### src/rtl/ifetch_pkg.sv
// Shared fetch-stage types and RISC-V opcode constants used by fetch, PC stall logic and decode.
package ifetch_pkg;

  localparam int unsigned OPC_W = 7;

  localparam logic [31:0]      NOP_INSTR  = 32'h0000_0013;

  localparam logic [OPC_W-1:0] OPC_JAL    = 7'b1101111;
  localparam logic [OPC_W-1:0] OPC_JALR   = 7'b1100111;
  localparam logic [OPC_W-1:0] OPC_BRANCH = 7'b1100011;
  localparam logic [OPC_W-1:0] OPC_OPIMM  = 7'b0010011;

  typedef enum logic [1:0] {
    IDLE,
    REQ,
    WAIT,
    HOLD
  } fetch_state_e;

endpackage

### src/rtl/ifetch_unit.sv
// Instruction fetch: single-outstanding imem request, holds the returned word for decode.
module ifetch_unit #(
  parameter int unsigned     XLEN      = 32,
  parameter logic [XLEN-1:0] NOP_INSTR = XLEN'(ifetch_pkg::NOP_INSTR)
) (
  input  logic            CLK,
  input  logic            RESET,
  input  logic [XLEN-1:0] IP,
  input  logic            REDIRECT,
  input  logic [XLEN-1:0] REDIRECT_PC,
  output logic            imem_req,
  output logic [XLEN-1:0] imem_addr,
  input  logic            imem_gnt,
  input  logic            imem_rvalid,
  input  logic [XLEN-1:0] imem_rdata,
  output logic [XLEN-1:0] INSTR,
  output logic [XLEN-1:0] INSTR_PC,
  output logic [XLEN-1:0] INSTR_PC_NEXT,
  output logic [6:0]      OP,
  output logic            INSTR_VALID,
  input  logic            INSTR_READY,
  output logic            FETCH_BUSY
);

  import ifetch_pkg::*;

  localparam logic [XLEN-1:0] ALIGN_MASK = ~XLEN'(3);
  localparam logic [XLEN-1:0] INSTR_STEP = XLEN'(4);

  fetch_state_e    state_q, state_d;
  logic [XLEN-1:0] addr_q, addr_d;
  logic [XLEN-1:0] instr_q, instr_d;
  logic [XLEN-1:0] instr_pc_q, instr_pc_d;
  logic            drop_q, drop_d;
  logic [XLEN-1:0] ip_aligned, redirect_aligned;

  assign ip_aligned       = IP & ALIGN_MASK;
  assign redirect_aligned = REDIRECT_PC & ALIGN_MASK;

  // State and datapath registers
  always_ff @(posedge CLK) begin
    if (RESET) begin
      state_q    <= IDLE;
      addr_q     <= '0;
      drop_q     <= 1'b0;
      instr_q    <= NOP_INSTR;
      instr_pc_q <= '0;
    end else begin
      state_q    <= state_d;
      addr_q     <= addr_d;
      drop_q     <= drop_d;
      instr_q    <= instr_d;
      instr_pc_q <= instr_pc_d;
    end
  end

  // Next state, datapath updates and state-decoded handshake outputs; REDIRECT wins every tie
  always_comb begin
    state_d     = state_q;
    addr_d      = addr_q;
    drop_d      = drop_q;
    instr_d     = instr_q;
    instr_pc_d  = instr_pc_q;
    imem_req    = 1'b0;
    imem_addr   = '0;
    FETCH_BUSY  = 1'b0;
    INSTR_VALID = 1'b0;

    unique case (state_q)
      IDLE: begin
        addr_d  = REDIRECT ? redirect_aligned : ip_aligned;
        state_d = REQ;
      end
      REQ: begin
        imem_req   = 1'b1;
        imem_addr  = addr_q;
        FETCH_BUSY = 1'b1;
        if (REDIRECT) addr_d = redirect_aligned;
        if (imem_gnt) begin
          state_d = WAIT;
          drop_d  = REDIRECT;
        end
      end
      WAIT: begin
        FETCH_BUSY = 1'b1;
        if (REDIRECT) addr_d = redirect_aligned;
        if (imem_rvalid) begin
          if (drop_q || REDIRECT) begin
            // stale response: discard it and refetch from the redirect target
            drop_d  = 1'b0;
            state_d = REQ;
          end else begin
            instr_d    = imem_rdata;
            instr_pc_d = addr_q;
            state_d    = HOLD;
          end
        end else if (REDIRECT) begin
          drop_d = 1'b1;
        end
      end
      HOLD: begin
        INSTR_VALID = ~REDIRECT;
        if (REDIRECT) begin
          addr_d  = redirect_aligned;
          state_d = REQ;
        end else if (INSTR_READY) begin
          addr_d  = ip_aligned;
          state_d = REQ;
        end
      end
      default: state_d = IDLE;
    endcase
  end

  // Decode-facing view of the held word; OP falls back to OP-IMM so stall logic never sees a stale branch
  assign INSTR         = instr_q;
  assign INSTR_PC      = instr_pc_q;
  assign INSTR_PC_NEXT = instr_pc_q + INSTR_STEP;
  assign OP            = INSTR_VALID ? instr_q[6:0] : OPC_OPIMM;

endmodule
### config.mk
export PLATFORM = sky130hd
export DESIGN_NAME = ifetch_unit
export DESIGN_NICKNAME = d
export VERILOG_FILES = /design/src/rtl/ifetch_pkg.sv /design/src/rtl/ifetch_unit.sv
export SDC_FILE = /design/constraint.sdc
export NUM_CORES = 1
export LEC_CHECK = 0
export BUFFER_PORTS_ARGS = -buffer_cell sky130_fd_sc_hd__buf_4
export CORE_MARGIN = 10
export CORE_UTILIZATION = 35
export DETAILED_ROUTE_END_ITERATION = 6
export PLACE_DENSITY = 0.69
export SLEW_MARGIN = 20
export SYNTH_ARGS = -nofsm -noshare
export SYNTH_HDL_FRONTEND = slang
export SYNTH_SLANG_ARGS = --single-unit
### constraint.sdc
create_clock -name CLK -period 4.1 [get_ports CLK]
set_input_delay 0.82 -clock CLK [delete_from_list [all_inputs] [get_ports CLK]]
set_output_delay 0.82 -clock CLK [all_outputs]
set_load 0.01 [all_outputs]
* Yosys cells after proc, flatten, opt, wreduce, memory -nomap -nowiden
Cells that the tools add are included.
Cells by class: add/sub/neg operators 1, $lt $le $gt $ge 0, bitwise operators 2, div/mod/pow operators 0, multiplexer cells 21, reduce and logical (&&, ||, !) cells 8, eq/ne operators 9, $mul 0, shift-type cells 0
Operator list (number):
- $mux 32 | 5
- $pmux 32 s3 | 1
- $add 32x3->32 const B | 1
- $mux 2 | 5
- $ne 3x3->1 const B | 3
- $pmux 2 s4 | 1
- $mux 1 | 7
- $mux 7 | 1
- $reduce_and 3->1 | 2
- $eq 2x2->1 const B | 2
- $ne 2x2->1 const B | 2
- $reduce_and 4->1 | 1
- $eq 2x1->1 const B | 1
- $logic_not 2->1 | 1
- $ne 2x1->1 const B | 1
- $not 1->1 | 2
- $pmux 1 s2 | 1
- $reduce_and 2->1 | 1
- $reduce_bool 2->1 | 1
- $reduce_or 2->1 | 1
- $logic_or 1x1->1 | 1
Word-level totals: memories 0, register bits 99, bits in read-only memories 0, bits in writable memories 0, input bits 102, bits in latches 0

* Longest topological paths before layout
depth after elaboration 4, gate-level depth with buffers 8, depth with buffers taken out 6

* Worst setup path before layout
Ideal clock, no wire load.
kind register to output, start reg instr_pc_q[2], in the netlist INSTR_PC[2], end out INSTR_PC_NEXT[14], cell stages (with the launch flop) 7, slack 1.688 ns, data arrival time 1.592 ns, path through dfxtp_1 ha_1 and4_1 nand2b_2 clkbuf_1 nor3_1 xor2_1
Between the ends: word-level cells in the longest chain between the ends 1
Ends and longest elaborated chain:
- from (decl) | line ifetch_unit.sv:33 | logic [XLEN-1:0] instr_pc_q, instr_pc_d;
- from (signal assigned) | line ifetch_unit.sv:53 | instr_pc_q <= instr_pc_d;
- $add 32x3->32 | line ifetch_unit.sv:118 | assign INSTR_PC_NEXT = instr_pc_q + INSTR_STEP;
- to (decl) | line ifetch_unit.sv:18 | output logic [XLEN-1:0] INSTR_PC_NEXT,
Every way passes these cells.

* Final worst setup path
start reg instr_pc_q[10], in the netlist INSTR_PC[10], end out INSTR_PC_NEXT[29]
Same word-level chain as after synthesis.

==> results_dict.tcl <==
set metrics [dict create \
    worst_pin_slew_ns 1.02 \
    hp-class "reg -> reg" \
    fin_crit_ns 3.18 \
    totalWireLength_um 15500 \
    cts_root_buf "clkbuf_16" \
    critical_path_class "reg -> out" \
    syn-instance-count 571 \
    drt_first_pass_iters 6 \
    fmax_mhz 315 \
    drive_gt1_share_pct 33.0 \
    crit_arrival_ns 2.36 \
    status "completed" \
    setup_tns_ns 0 \
    cp_max_fo 11 \
    power_density_nw_per_um2 346 \
    setup_viol 0 \
    antenna_cells 0 \
    grt_util_met2_pct 28.0 \
    maxSlewViolCount 0 \
    grt_busiest_layer "met2" \
    ys_seq_elements 95 \
    start_kind "register" \
    rows 41 \
    crit_slowest_cell "nor4b_1" \
    vias 4477 \
    drv_cap 0 \
    cts_made_buffers 9 \
    layout.nets 877 \
    power_frac_comb_pct 17.6 \
    intPower_uw 1710 \
    rsz0062_at_grt "no" \
    critPathTopFamily "simple AND/OR/NAND/NOR gates" \
    die-height_um 134 \
    grt_pass1_vias 4657 \
    cts_setup_buffers 0 \
    finalInstanceArea_um2 6640 \
    crit_path_end_kind "primary output" \
    cts-hold-fix-buffers 0 \
    drc_errors 0 \
    finClkSkew_ns 0.00627 \
    cp_cell_sequence "and4_1, nand4_1, nor4b_1, xor2_1, buf_4" \
    cp_slowest_stage_delay_ns 0.51 \
    ys_types 37 \
    ys_seq_area_share_pct 41.5 \
    grt_pass1_wl_um 24500 \
    core_area_um2 12700 \
    ioPinCount 240 \
    critPathBufInv 1 \
    synth_edf_count 0 \
    cts_max_path_buffers 2 \
    slew_headroom_pct 32.1 \
    final_cells 947 \
    drtIter0Drc 228 \
    viasPerCell 4.73 \
    hpwl_um 11900 \
    synth_largest_area_cell "dfxtp_1" \
    power.leakage_uw 0.00306 \
    grtUsageTotal_pct 16.6 \
    clk_latency_ns 0.34 \
    ys.flop_type "dfxtp_1" \
    routedWlPerCell_um 16.3 \
    syn_area_um2 4580 \
    area_growth_pct 45.0 \
    grt_antenna_before_repair 0 \
    clkSinkCount 95 \
    die_width_um 134 \
    initial_utilization_pct 36.0 \
    port-buffer-count 229 \
    dpl_cell_area_um2 6340 \
    finalWeightedCongestion 0.799 \
    swShare_pct 25.6 \
    whs_ns 0.458 \
    vdd_drop_max_mv 0.235 \
    yosysTopAreaCellShare_pct 41.5 \
    gr-usage-met1_pct 18.9 \
    synth_area_per_cell_um2 8.02 \
    min_period_over_period_pct 77.5 \
    hold_viol 0 \
    ys_warn_count 0 \
    htree_levels 3 \
    synthTopCellsByArea "dfxtp_1, nand2_1, mux2i_1" \
    grt-ovfl-total 0 \
    clk_pin_slew_ns 0.06 \
    grt_util_met3_pct 5.60 \
    dp.cells 931 \
    required_ns 3.28 \
    cts.repair.resized 0 \
    tritoncts "yes" \
    async_flop_share_pct 0 \
    seq_power_share_pct 44.4 \
    p_sw_uw 587 \
    grt_max_degree 96 \
    ant_nets 0 \
    clock_power_share_pct 38.0 \
    utilization_pct 52.2 \
    die_area_um2 18100 \
]
==> flip-flops by register name, indices dropped and copies added, names as in the netlist <==
register and cells:
INSTR 32, INSTR_PC 30, addr_q 30, state_q 2
drop_q 1
==> worst min-delay path, stage by stage (launching register included) <==
cell     delay [ns]
dfxtp_1        0.31
nand2_1        0.05
a21oi_1        0.05
==> synth_stat cells (2+ instances only) <==
master / instances
xor2_1: 18
nand4_1: 2
or3_1: 3
and4_1: 5
clkbuf_1: 29
buf_4: 6
a21oi_1: 60
mux2i_1: 31
nand2b_1: 5
nor3_1: 9
nand3b_1: 3
inv_1: 11
xnor2_1: 10
dfxtp_1: 95
a211oi_1: 31
ha_1: 5
buf_2: 12
nand2_1: 133
nor4_2: 4
o21ai_0: 2
nand3_1: 9
nor3b_1: 2
nor2_1: 38
and2_1: 35
==> path summary, 6_finish.rpt <==
kind / from / endpoint / slack [ns] / cells past startpoint
worst max-delay path: INSTR_PC[10] / INSTR_PC_NEXT[29] / 0.92 / 5
worst min-delay path: INSTR[8] / INSTR[8] / 0.46 / 2
worst max register to register: state_q[0] / INSTR[25] / 1.53 / 7
worst min register to register: INSTR[8] / INSTR[8] / 0.46 / 2
==> through the flow <==
step	power, µW	worst slack (ns)
3_3_place_gp	1440	1.29
5_1_grt	2410	0.663
2_1_floorplan	1260	1.69
3_5_place_dp	1450	1.20
6_report	2300	0.922
4_1_cts	2320	0.880
==> cells by family after synthesis <==
logic type	share of synthesized area, %
simple gates	26.4
compound gates	12.7
flops	41.5
buf+inv	5.82
mux	6.77
xor+xnor	5.35
fa+ha+maj	1.37
other cells	0.0818
==> area by class of cell <==
class                           instances  area (µm²)
Fill cell                            1246        6080
Multi-Input combinational cell        422        2440
Sequential cell                        95        1900
Timing Repair Buffer                  231        1730
Clock buffer                           12         236
Tap cell                              172         215
Clock inverter                          4        70.1
Inverter                               11        41.3
==> metal layers <==
metal | vias to the layer above | share of wire, %
met5 | - | 0
met2 | 153 | 48
met1 | 2012 | 41
met4 | 0 | 2.1
li1 | 2290 | -
met3 | 22 | 8.3
==> placed cells by master (no fill, tap or decap), types with 10 or more instances in the layout <==
cell      count
and2_1       34
a211oi_1     31
a21oi_1      60
inv_1        11
mux2i_1      31
xor2_1       18
xnor2_1      10
nand2_1     132
buf_4       231
dfxtp_1      95
nor2_1       38
==> power groups by stage <==
stage	combinational, µW	clock, µW	sequential (µW)
after floorplan	229	0	1030
after global placement	401	0	1040
after detailed placement	409	0	1040
after CTS	410	894	1020
after global routing	444	939	1030
final	404	874	1020
Power figures use the tool's default switching activity.
